**src/rtl/snake_pkg.sv**
```systemverilog
// Shared snake-game definitions: coordinate width, playfield limits, cell pitch
// and the food spawner state encoding. Also used by random_point and the VGA renderer.
package snake_pkg;

    localparam int unsigned COORD_W = 10;

    // Cell pitch in pixels; every legal coordinate is a multiple of this.
    localparam logic [COORD_W-1:0] GRID  = 10'd10;

    // Playfield limits, all inclusive.
    localparam logic [COORD_W-1:0] X_MIN = 10'd30;
    localparam logic [COORD_W-1:0] X_MAX = 10'd610;
    localparam logic [COORD_W-1:0] Y_MIN = 10'd30;
    localparam logic [COORD_W-1:0] Y_MAX = 10'd450;

    typedef enum logic [1:0] {
        ST_IDLE   = 2'd0,
        ST_SAMPLE = 2'd1,
        ST_QUERY  = 2'd2,
        ST_PLACED = 2'd3
    } state_t;

endpackage

```
**src/rtl/cell_legal_chk.sv**
```systemverilog
// Combinational legality check for a candidate cell: inside the playfield and
// aligned to the cell grid. GRID is a constant, so the modulo reduces to fixed logic.
module cell_legal_chk
    import snake_pkg::*;
(
    input  logic [COORD_W-1:0] i_x,
    input  logic [COORD_W-1:0] i_y,
    output logic               o_legal
);

    logic w_x_in_range;
    logic w_y_in_range;
    logic w_x_on_grid;
    logic w_y_on_grid;

    assign w_x_in_range = (i_x >= X_MIN) && (i_x <= X_MAX);
    assign w_y_in_range = (i_y >= Y_MIN) && (i_y <= Y_MAX);
    assign w_x_on_grid  = ((i_x % GRID) == '0);
    assign w_y_on_grid  = ((i_y % GRID) == '0);

    assign o_legal = w_x_in_range && w_y_in_range && w_x_on_grid && w_y_on_grid;

endmodule

```
**src/rtl/food_spawner.sv**
```systemverilog
// Food spawner: samples the free-running random candidate stream, rejects cells
// outside the playfield or off-grid, asks the body store whether a legal cell is
// free, publishes the food position, detects the head eating it, counts score and
// respawns. All outputs are registered.
module food_spawner
    import snake_pkg::*;
#(
    parameter int MAX_TRIES = 8,
    parameter int SCORE_W   = 8
)(
    input  logic               clk_vga,
    input  logic               rst_n,
    input  logic               clear,
    input  logic               start,
    input  logic [COORD_W-1:0] rand_x,
    input  logic [COORD_W-1:0] rand_y,
    input  logic               head_valid,
    input  logic [COORD_W-1:0] head_x,
    input  logic [COORD_W-1:0] head_y,
    output logic               occ_req,
    output logic [COORD_W-1:0] occ_x,
    output logic [COORD_W-1:0] occ_y,
    input  logic               occ_ack,
    input  logic               occ_hit,
    output logic               food_valid,
    output logic [COORD_W-1:0] food_x,
    output logic [COORD_W-1:0] food_y,
    output logic               eaten,
    output logic [SCORE_W-1:0] score,
    output logic               spawn_fail
);

    localparam int               TRY_W    = $clog2(MAX_TRIES + 1);
    localparam logic [TRY_W-1:0] TRY_LAST = TRY_W'(MAX_TRIES - 1);

    state_t             r_state;
    logic [COORD_W-1:0] r_cand_x;
    logic [COORD_W-1:0] r_cand_y;
    logic               r_occ_req;
    logic               r_food_valid;
    logic [COORD_W-1:0] r_food_x;
    logic [COORD_W-1:0] r_food_y;
    logic               r_eaten;
    logic [SCORE_W-1:0] r_score;
    logic               r_spawn_fail;
    logic [TRY_W-1:0]   r_tries;

    state_t             w_state_next;
    logic [COORD_W-1:0] w_cand_x_next;
    logic [COORD_W-1:0] w_cand_y_next;
    logic               w_occ_req_next;
    logic               w_food_valid_next;
    logic [COORD_W-1:0] w_food_x_next;
    logic [COORD_W-1:0] w_food_y_next;
    logic               w_eaten_next;
    logic [SCORE_W-1:0] w_score_next;
    logic               w_spawn_fail_next;
    logic [TRY_W-1:0]   w_tries_next;
    logic               w_reject;
    logic               w_rand_legal;
    logic               w_head_on_food;

    cell_legal_chk u_legal (
        .i_x     (rand_x),
        .i_y     (rand_y),
        .o_legal (w_rand_legal)
    );

    assign w_head_on_food = head_valid && (head_x == r_food_x) && (head_y == r_food_y);

    // Next-state, next-output and try/score counter logic; clear overrides everything.
    always_comb begin
        w_state_next      = r_state;
        w_cand_x_next     = r_cand_x;
        w_cand_y_next     = r_cand_y;
        w_occ_req_next    = r_occ_req;
        w_food_valid_next = r_food_valid;
        w_food_x_next     = r_food_x;
        w_food_y_next     = r_food_y;
        w_eaten_next      = 1'b0;
        w_score_next      = r_score;
        w_spawn_fail_next = 1'b0;
        w_tries_next      = r_tries;
        w_reject          = 1'b0;

        case (r_state)
            ST_IDLE: begin
                if (start) begin
                    w_state_next = ST_SAMPLE;
                end
            end
            ST_SAMPLE: begin
                // The candidate is latched every sample cycle; occ_x/occ_y show it.
                w_cand_x_next = rand_x;
                w_cand_y_next = rand_y;
                if (w_rand_legal) begin
                    w_state_next   = ST_QUERY;
                    w_occ_req_next = 1'b1;
                end else begin
                    w_reject = 1'b1;
                end
            end
            ST_QUERY: begin
                if (occ_ack) begin
                    w_occ_req_next = 1'b0;
                    if (occ_hit) begin
                        w_state_next = ST_SAMPLE;
                        w_reject     = 1'b1;
                    end else begin
                        w_state_next      = ST_PLACED;
                        w_food_valid_next = 1'b1;
                        w_food_x_next     = r_cand_x;
                        w_food_y_next     = r_cand_y;
                        w_tries_next      = '0;
                    end
                end
            end
            ST_PLACED: begin
                if (w_head_on_food) begin
                    w_state_next      = ST_SAMPLE;
                    w_eaten_next      = 1'b1;
                    w_food_valid_next = 1'b0;
                    if (r_score != '1) begin
                        w_score_next = r_score + 1'b1;
                    end
                end
            end
            default: begin
                w_state_next = ST_IDLE;
            end
        endcase

        // Consecutive rejects wrap the counter and flag one spawn_fail pulse.
        if (w_reject) begin
            if (r_tries == TRY_LAST) begin
                w_tries_next      = '0;
                w_spawn_fail_next = 1'b1;
            end else begin
                w_tries_next = r_tries + 1'b1;
            end
        end

        if (clear) begin
            w_state_next      = ST_IDLE;
            w_cand_x_next     = '0;
            w_cand_y_next     = '0;
            w_occ_req_next    = 1'b0;
            w_food_valid_next = 1'b0;
            w_food_x_next     = '0;
            w_food_y_next     = '0;
            w_eaten_next      = 1'b0;
            w_score_next      = '0;
            w_spawn_fail_next = 1'b0;
            w_tries_next      = '0;
        end
    end

    // State and output registers with asynchronous active-low reset.
    always_ff @(posedge clk_vga or negedge rst_n) begin
        if (!rst_n) begin
            r_state      <= ST_IDLE;
            r_cand_x     <= '0;
            r_cand_y     <= '0;
            r_occ_req    <= 1'b0;
            r_food_valid <= 1'b0;
            r_food_x     <= '0;
            r_food_y     <= '0;
            r_eaten      <= 1'b0;
            r_score      <= '0;
            r_spawn_fail <= 1'b0;
            r_tries      <= '0;
        end else begin
            r_state      <= w_state_next;
            r_cand_x     <= w_cand_x_next;
            r_cand_y     <= w_cand_y_next;
            r_occ_req    <= w_occ_req_next;
            r_food_valid <= w_food_valid_next;
            r_food_x     <= w_food_x_next;
            r_food_y     <= w_food_y_next;
            r_eaten      <= w_eaten_next;
            r_score      <= w_score_next;
            r_spawn_fail <= w_spawn_fail_next;
            r_tries      <= w_tries_next;
        end
    end

    assign occ_req    = r_occ_req;
    assign occ_x      = r_cand_x;
    assign occ_y      = r_cand_y;
    assign food_valid = r_food_valid;
    assign food_x     = r_food_x;
    assign food_y     = r_food_y;
    assign eaten      = r_eaten;
    assign score      = r_score;
    assign spawn_fail = r_spawn_fail;

endmodule
```
**config.mk**
```make
export PLATFORM = sky130hd
export DESIGN_NAME = food_spawner
export DESIGN_NICKNAME = d
export VERILOG_FILES = /design/src/rtl/snake_pkg.sv /design/src/rtl/cell_legal_chk.sv /design/src/rtl/food_spawner.sv
export SDC_FILE = /design/constraint.sdc
export NUM_CORES = 1
export LEC_CHECK = 0
export ABC_AREA = 1
export BUFFER_PORTS_ARGS = -buffer_cell sky130_fd_sc_hd__buf_2
export CORE_ASPECT_RATIO = 1.4
export CORE_MARGIN = 2
export CORE_UTILIZATION = 28
export DETAILED_ROUTE_END_ITERATION = 6
export PLACE_DENSITY = 0.59
export SYNTH_ARGS = -nofsm -noshare
export SYNTH_HDL_FRONTEND = slang
export SYNTH_SLANG_ARGS = --single-unit
export TNS_END_PERCENT = 100
```
**constraint.sdc**
```tcl
create_clock -name clk_vga -period 3.6 [get_ports clk_vga]
set_input_delay 1.08 -clock clk_vga [delete_from_list [all_inputs] [get_ports clk_vga]]
set_output_delay 1.08 -clock clk_vga [all_outputs]
set_load 0.01 [all_outputs]
```
* Word level (Yosys, flattened, before mapping)
Index checks and enable logic that the tools add are counted.
** Word-level totals
- Latch bits :: 0
- Input port bits :: 47
- ROM bits :: 0
- Memories :: 0
- Word-level logic and storage cells :: 107
- RAM bits :: 0
- Register bits after elaboration :: 58
- Output and inout port bits :: 52
** Operators by class
- $mul :: 0
- Shift operators :: 0
- Add/subtract/negate cells :: 2
- Magnitude comparators :: 4
- Bitwise logic cells :: 0
- Equality and inequality tests :: 14
- Div/mod/pow operators :: 2
- Mux-type cells :: 48
- Reduce and logical (&&, ||, !) cells :: 26
** Operator list (number)
- 10-bit 2-to-1 mux :: 12
- 8-bit 2-to-1 mux :: 4
- 4-bit 2-to-1 mux :: 6
- 10-bit equality test :: 2
- 10-bit by 5-bit greater-or-equal comparator with 1-bit output (second input constant) :: 2
- 10-bit zero test :: 2
- 10-bit by 4-bit remainder unit with 10-bit output (second input constant) :: 2
- 1-bit 2-to-1 mux :: 16
- 2-bit 2-to-1 mux :: 6
- 3-bit inequality test (second input constant) :: 4
- 3-bit AND reduction :: 4
- 2-bit nonzero test :: 6
- 3-bit nonzero test :: 4
- 10-bit <= comparator (second input constant) :: 1
- 10-bit by 9-bit <= comparator with 1-bit output (second input constant) :: 1
- 8-bit by 1-bit adder with 8-bit output (second input constant) :: 1
- 8-bit inequality test (second input constant) :: 1
- 2-bit one-hot mux with 4 select lines :: 1
- 4-bit AND reduction :: 2
- 1-bit logical AND :: 7
- 3-bit by 2-bit inequality test with 1-bit output (second input constant) :: 2
- 1-bit one-hot mux with 2 select lines :: 3
- 4-bit by 1-bit adder with 4-bit output (second input constant) :: 1
- 2-bit equality test (second input constant) :: 2
- other kinds (4) :: 4

* Logic depth before layout (Yosys ltp)
Gate-level depths: netlist of the first run.
- Depth after elaboration :: 9
- Mapped depth :: 38
- Mapped depth without buffers :: 38

* Modules after synthesis
Synthesis of the first run repeated with hierarchy kept, for this count alone.
** Unflattened totals
- Cells, all modules :: 681
- Area, all modules :: 4523.1 µm²
** By module, submodules not included
- food_spawner :: cells each 440, seq. area each 1451.4 µm², times used 1, area an instance 3278.1 µm²
- cell_legal_chk :: cells each 241, seq. area each 0.0 µm², times used 1, area an instance 1244.9 µm²

* Least setup slack after synthesis of the first run
OpenSTA, ideal clock, no wires.
- Path type :: input to register
- From :: in rand_y[8]
- To :: reg r_tries[2]
- Arrival time :: 3659 ps
- Stages :: 29
- Buffers on the path :: 0
- Setup slack :: -176 ps
- Library setup time :: 117 ps
- Path through :: nor2_1 > inv_2 > o21ai_1 > inv_2 > nand2_4 > nand2_1 > nand2_1 > inv_2 > o21ai_2 > nand2_4 > nor2_1 > o21bai_4 > nand3_2 > nor2_1 > a21oi_2 > inv_2 > o21ai_2 > nand2_2 > ha_1 > inv_1 > nand2_1 > nand2_1 > nand3_1 > nand4_1 > nand2_2 > nand2_4 > nand2_4 > nand3_2 > nand2_1
** On the way
- Word-level cells in the longest chain between the ends :: 9
- Elaborated cells between the ends (all ways) :: 16
** RTL lines
- start: declaration :: RTL line food_spawner.sv:16 : input logic [COORD_W-1:0] rand_y,
- parallel branches: the longest is 4 deep, another holds 10-bit by 4-bit remainder unit with 10-bit output
- 1-bit logical AND * :: RTL line cell_legal_chk.sv:21 : assign o_legal = w_x_in_range && w_y_in_range && w_x_on_grid && w_y_on_grid;
- 1-bit 2-to-1 mux * :: RTL line food_spawner.sv:96 : if (w_rand_legal) begin
- 1-bit one-hot mux with 2 select lines * :: RTL line food_spawner.sv:86 : case (r_state)
- 3-bit by 2-bit inequality test with 1-bit output (no line), or another cell as far along
- 3-bit AND reduction (no line) / 4-bit 2-to-1 mux (equally long branches)
- end signal: assignment :: RTL line food_spawner.sv:183 : r_tries <= w_tries_next;
- end: declaration :: RTL line food_spawner.sv:46 : logic [TRY_W-1:0] r_tries;
Mark *: on every way between the ends.
A chain may end at the register's enable or synchronous reset.

* Worst setup path after layout of the first run
- From :: in rand_y[8]
- To :: reg r_spawn_fail, in the netlist spawn_fail
** On the way
- Word-level cells in the longest chain between the ends :: 9
- Elaborated cells between the ends (all ways) :: 12
** RTL lines
- parallel branches: the longest is 4 deep, another holds 10-bit by 4-bit remainder unit with 10-bit output
- 1-bit logical AND * :: RTL line cell_legal_chk.sv:21
- 1-bit 2-to-1 mux * :: RTL line food_spawner.sv:96
- 1-bit one-hot mux with 2 select lines * :: RTL line food_spawner.sv:86
- 1-bit 2-to-1 mux * :: RTL line food_spawner.sv:134 : if (w_reject) begin
- 1-bit 2-to-1 mux * :: RTL line food_spawner.sv:143 : if (clear) begin
- net w_spawn_fail_next :: RTL line food_spawner.sv:57 : logic w_spawn_fail_next;
- end signal: assignment :: RTL line food_spawner.sv:182 : r_spawn_fail <= w_spawn_fail_next;
- end: declaration :: RTL line food_spawner.sv:45 : logic r_spawn_fail;
Mark *: on every way through the listed nets, which the timed path passes.

==> metrics.yaml, run 1 <==
antenna_found_initial: 0
clkTransAtPathRegs_ns: 0.05
required_ns: 3.85
worstPathArrival_ns: 4.05
final.setup.worst_slack_ns: -0.200
avgSynthCellArea_um2: 7.14
rr_worst_depth: 12
final_cell_mix: "nand2_1 (97), buf_2 (93), inv_1 (68), dfrtp_1 (58), buf_4 (56)"
first_global_vias: 3948
ys_types: 44
final_common_cell: "nand2_1"
power_mw: 3.11
rows: 52
fmax_ghz: 0.263
met2_usage_pct: 27.6
core_area_um2: 14300
cts_buffer_depth: 2
tightest_slew_ns: 1.13
die_h_um: 146
busiest_layer: "met2"
slew-limit-headroom_pct: 24.2
cts_tree: "yes"
seqPwrFrac_pct: 28.1
finalHoldViolations: 0
whs_ns: 0.490
drc: 0
post-route-util_pct: 40.9
die_w_um: 106
max_stage_delay_ns: 0.16
setup.worst_path.class: "in -> reg"
drive_above_1_share_pct: 40.1
wl_um: 12200
cts_num_sinks: 58
skew_ns: 0.00608
met1_usage_pct: 17.9
tns_ns: -1.50
cellPowerDensity_nw_per_um2: 531
num_io_pins: 99
total_leakage_power_nw: 3.01
drt-vias-per-instance: 4.62
gp_congestion: 0.828
drtAntennaViolNets: 0
drv_slew: 0
fin_cells: 915
outcome: "complete, but fails checks"
htreeDepth: 3
violations: "setup timing"
root_buffer: "clkbuf_16"
grtUsageMet3_pct: 2.10
worst_setup_path_end_kind: "flip-flop"
first_pass_iters: 4
max_cap_viol_count: 0
area_delta_synth_final_pct: 44.4
io_buffers: 98
synth_top_flop_cell: "dfrtp_1"
diodes: 0
overflow: 0
fin_nets: 776
grt_max_degree: 59
ys_seq_area_share_pct: 35.8
grt_pass1_wl_um: 18900
num_vias: 4226
grt_use_total_pct: 15.4
syn_nets: 623
hold_path_class: "reg -> reg"
p_sw_mw: 1.13
finalCritPeriodShare_pct: 106
dieArea_um2: 15500
netlist_instances: 568
fillers: 1560
p_sw_share_pct: 36.2
peakVddDrop_uv: 236
syn_area_um2: 4050
slowest_stage: "o21ai_4"
synth_enable_flop_cells: 0
yosys_warnings: 0
setup_violations: 8
drt-wirelength-per-cell_um: 13.3
yosys_register_bits: 58
cp-start-kind: "primary input"
crit_fanout: 5
clkPwrFrac_pct: 34.6
start_util_pct: 28.3
async_flop_share_pct: 100
p_int_mw: 1.98
min_period_ns: 3.80
hpwl_um: 9270
whs_path_depth: 2
power_frac_comb_pct: 37.3
drtIter0Drc: 256
cpMostUsedCell: "nand2_2"
numCtsBuffers: 9
rsz0062_at_grt: "yes"
insertion_delay_ns: 0.33
placed_cells: 889
## critical path: cells and delay by family
kind	cells	cell delay, ns
AOI/OAI and AO/OA	2	0.28
adders and majority gates	1	0.16
and+or+nand+nor	25	2.02
buffers and inverters	7	0.46
## area by class of cell
cell class	instances	area [µm²]	share of cell area, %
multi-input combinational	407	2500	42.7
sequential	58	1450	24.8
timing repair buffer	153	938	16.0
inverter	92	353	6.03
clock buffer	10	239	4.08
tap	189	236	4.04
clock inverter	6	136	2.33
## metal layers
layer	wire (µm)	part of all wire (%)	vias to the layer above
met1	5110	42	1960
met2	6380	52	71
li1	-	-	2174
met5	0	0	-
met3	397	3.3	21
met4	289	2.4	0
## power groups by stage
stage,Sequential (mW),Combinational [mW],Clock [mW]
after global placement,0.885,1.02,0
after CTS,0.875,1.06,1.09
after detailed placement,0.885,1.03,0
final,0.872,1.16,1.08
after global routing,0.886,1.29,1.12
after floorplan,0.901,0.631,0
## cells in the mapped netlist (3+ instances only)
library cell | n | area, µm²
o22ai_1 | 4 | 25.0
nor2_1 | 35 | 131
clkbuf_1 | 7 | 26.3
o21ai_2 | 5 | 43.8
nand2_2 | 24 | 150
inv_1 | 75 | 282
a21oi_1 | 8 | 40.0
nand3_1 | 57 | 285
nand2_4 | 5 | 56.3
o21ai_1 | 7 | 35.0
xor2_1 | 10 | 87.6
o2111ai_1 | 3 | 26.3
o31ai_1 | 6 | 45.0
nand2_1 | 129 | 484
nor4_1 | 7 | 43.8
ha_1 | 8 | 100
a21o_1 | 3 | 22.5
o21ai_0 | 42 | 210
dfrtp_1 | 58 | 1450
inv_2 | 15 | 56.3
nand3_2 | 11 | 110
or2_2 | 3 | 18.8
nor3_1 | 7 | 35.0
nand4_1 | 13 | 81.3
## state kept, by name, summed over array words and instances (netlist names)
register and cells:
food_valid 1, occ_x 10, eaten 1, occ_req 1
food_x 10, score 8, food_y 10, spawn_fail 1
r_tries 4, r_state 2, occ_y 10
## final timing paths
check,endpoint,startpoint,slack (ns)
worst min-delay path,occ_req,occ_req,0.49
min in group asynchronous,food_valid,rst_n,0.90
worst max register to register,score[6],food_x[6],0.84
worst min register to register,occ_req,occ_req,0.49
max in group asynchronous,food_y[1],rst_n,2.18
worst max-delay path,spawn_fail,rand_y[8],-0.20
## per-stage QoR
step / cell area, µm² / setup slack (ns)
after global routing: 5850 / -0.452
final: 5850 / -0.200
after detailed placement: 5120 / -0.570
after floorplan: 4100 / -0.103
after global placement: 5120 / -0.491
after CTS: 5560 / -0.174
## cells by family (layout without fill, tap and decap cells)
family | count (synthesis) | after routing | share of synthesized area (%)
and+or+nand+nor | 299 | 299 | 36.1
buffers and inverters | 103 | 261 | 9.60
AOI/OAI and AO/OA | 89 | 89 | 13.6
DFF | 58 | 58 | 35.8
xor gates and xnor gates | 11 | 11 | 2.38
adders and majority gates | 8 | 8 | 2.47
## repair_timing
| action | 4_1_cts | 5_1_grt |
|---|---|---|
| endpoints found under the hold margin | 0 | 0 |
| cloned | 0 | 0 |
| buffers inserted | 4 | 6 |
| hold buffers | 0 | 0 |
| setup endpoints to repair | 8 | 8 |
| pin swaps | 14 | 48 |
| gates resized for setup | 11 | 68 |
Note: power is estimated with default switching activity, not from simulation.
==> run 2, diff against run 1 <==
- BUFFER_PORTS_ARGS: -buffer_cell sky130_fd_sc_hd__buf_2 -> -buffer_cell sky130_fd_sc_hd__buf_4
==> run 2 against run 1 <==
The run still ends with setup timing left. Routed wire length grew 1.3%. Sequential power up 0.7%. Final area increased by 2.5%. Highest routed layer unchanged. Critical endpoint is now r_tries[1]. Worst hold slack gained 0.0017 ns. Total power shrank 5.4%. Sequential share of layout area is 0.60 points lower. Combinational power grew 8%. Register-to-register slack better by 0.05 ns. Utilization rose by 1.0 points. Die area is the same. Critical path depth shrank 4.
==> metrics.yaml, run 2 (same netlist as run 1, synthesis figures left out) <==
p_sw_mw: 1.12  # -0.33%
cts_tree: "yes"
peakVddDrop_uv: 239  # +1.2%
hold_path_class: "reg -> reg"
num_io_pins: 99  # unchanged
fmax_ghz: 0.257  # -2.5%
rows: 52  # unchanged
first_global_vias: 4115  # +4.2%
r2r_start: "food_x[6]"
grt_use_total_pct: 15.9  # +0.46 points
htreeDepth: 3  # unchanged
dieArea_um2: 15500  # unchanged
cts_hold_buf: 0  # unchanged
seqPwrFrac_pct: 29.9  # +1.8 points
final_common_cell: "buf_4"
die_w_um: 106  # unchanged
wl_um: 12300  # +1.3%
fin_nets: 779  # +0.39%
drt-vias-per-instance: 4.62  # about the same
clkTransAtPathRegs_ns: 0.05  # about the same
worst_setup_path_end_kind: "flip-flop"
num_vias: 4243  # +0.40%
finalHoldViolations: 0  # unchanged
cp-start-kind: "primary input"
rsz0062_at_grt: "yes"
r2r_end: "score[6]"
whs_endpoint: "occ_req"
min_period_ns: 3.90  # +0.0970 ns
rr_worst_depth: 12  # unchanged
die_h_um: 146  # unchanged
clkPwrFrac_pct: 27.7  # -6.9 points
hpwl_um: 9330  # +0.64%
violations: "setup timing"
worst-path-buf-inv: 7  # unchanged
slew-limit-headroom_pct: 48.9  # +25 points
required_ns: 3.81  # -0.04 ns
drv_slew: 0  # unchanged
grt_max_degree: 59  # unchanged
cpMostUsedCell: "nand2_4"
whs_path_depth: 2  # unchanged
worstPathArrival_ns: 4.11  # +0.06 ns
drive_above_1_share_pct: 39.5  # -0.58 points
area_delta_synth_final_pct: 47.9
max_cap_viol_count: 0  # unchanged
min_from: "occ_req"
io_buffers: 98  # unchanged
drtAntennaViolNets: 0  # unchanged
fin_cells: 918  # +0.33%
diodes: 0  # unchanged
drc: 0  # unchanged
crit_fanout: 5  # unchanged
power_frac_comb_pct: 42.4  # +5.1 points
gp_congestion: 0.873  # +5.5%
power_mw: 2.94  # -5.4%
final.setup.worst_slack_ns: -0.297  # -0.0970 ns
tightest_slew_ns: 0.766  # -0.367 ns
drtIter0Drc: 239  # -6.6%
cellPowerDensity_nw_per_um2: 490  # -7.7%
first_pass_iters: 4  # unchanged
setup.worst_path.class: "in -> reg"
core_area_um2: 14300  # unchanged
setup_violations: 8  # unchanged
grt_pass1_wl_um: 19700  # +4.4%
total_leakage_power_nw: 3.01  # +0.15%
insertion_delay_ns: 0.32  # about the same
root_buffer: "clkbuf_16"
drt-wirelength-per-cell_um: 13.4  # +1.0%
reg2reg_slack_ns: 0.89  # +0.05 ns
cts_buffer_depth: 2  # unchanged
critPathLaunch: "rand_y[9]"
final_cell_mix: "buf_4 (153), nand2_1 (105), inv_1 (70), dfrtp_1 (58), nand3_1 (50)"
cts_num_sinks: 58  # unchanged
antenna_found_initial: 0  # unchanged
outcome: "complete, but fails checks"
p_sw_share_pct: 38.2  # +2.0 points
numCtsBuffers: 9  # unchanged
critPathTopFamily: "simple AND/OR/NAND/NOR gates"
start_util_pct: 28.3  # unchanged
skew_ns: 0.00580  # -0.000283 ns
finalCritPeriodShare_pct: 108  # +2.7 points
p_int_mw: 1.81  # -8.3%
overflow: 0  # unchanged
max_stage_delay_ns: 0.20  # +0.04 ns
slowest_stage: "a21oi_2"
placed_cells: 886  # -0.34%
==> run 2: cell count changes in the layout (fill, tap and decap cells not counted), sizes merged <==
| cell | change |
|---|---|
| buf | +3 |
| bufinv | -4 |
| clkbuf | +2 |
| clkinv | +3 |
| clkinvlp | +1 |
| inv | -2 |
==> run 2: power by group through the flow <==
stage	clock (mW)	combinational (mW)	sequential (mW)
after floorplan	0	0.631	0.901
after global placement	0	1.09	0.889
after detailed placement	0	1.09	0.888
after CTS	0.833	1.15	0.878
after global routing	0.860	1.39	0.892
final	0.813	1.25	0.878
==> run 2: how the worst max path moves through the flow <==
stage,endpoint,slack [ns],cells past startpoint
after global placement,r_tries[3],-0.50,33
after global routing,r_tries[1],-0.53,37
after CTS,r_tries[1],-0.21,34
after floorplan,spawn_fail,-0.10,32
final,r_tries[1],-0.30,31
after detailed placement,r_state[0],-0.57,35
==> run 2: layer usage <==
metal	GRT usage (%)	share of wire (%)	vias up
met5	0	0	-
met4	5.86	2.0	0
met3	1.83	2.8	17
met2	28.9	53	85
met1	19.0	42	1963
li1	-	-	2178
==> run 2: area by class of cell <==
| class | instances | area [µm²] |
|---|---|---|
| clock inverters | 4 | 25.0 |
| repair buffers | 156 | 1190 |
| fillers | 1506 | 8320 |
| flip-flops and latches | 58 | 1450 |
| inverters | 92 | 353 |
| well taps | 189 | 236 |
| multi-input cells | 407 | 2480 |
| clock buffers | 12 | 267 |
==> run 2: timing repair <==
action                     CTS  global route
setup endpoints to repair    8             8
setup buffers               10             6
pin swaps                   19            33
resized for setup           17            44
==> run 2: stage by stage <==
step | cell area, µm² | util, % | hold WS [ns] | worst slack (ns) | TNS, ns
2_1_floorplan | 4100 | - | 0.503 | -0.103 | -0.790
3_3_place_gp | 5340 | 37.3 | 0.469 | -0.505 | -3.91
3_5_place_dp | 5340 | 37.3 | 0.474 | -0.566 | -4.43
4_1_cts | 5770 | 40.3 | 0.494 | -0.211 | -1.58
5_1_grt | 6000 | 41.9 | 0.527 | -0.535 | -4.00
6_report | 6000 | 41.9 | 0.491 | -0.297 | -2.20
==> run 2: worst min-delay path, cell delays in order, from the launching register on <==
cell	delay, ns
dfrtp_1	0.35
nand2_1	0.05
nand2_1	0.06
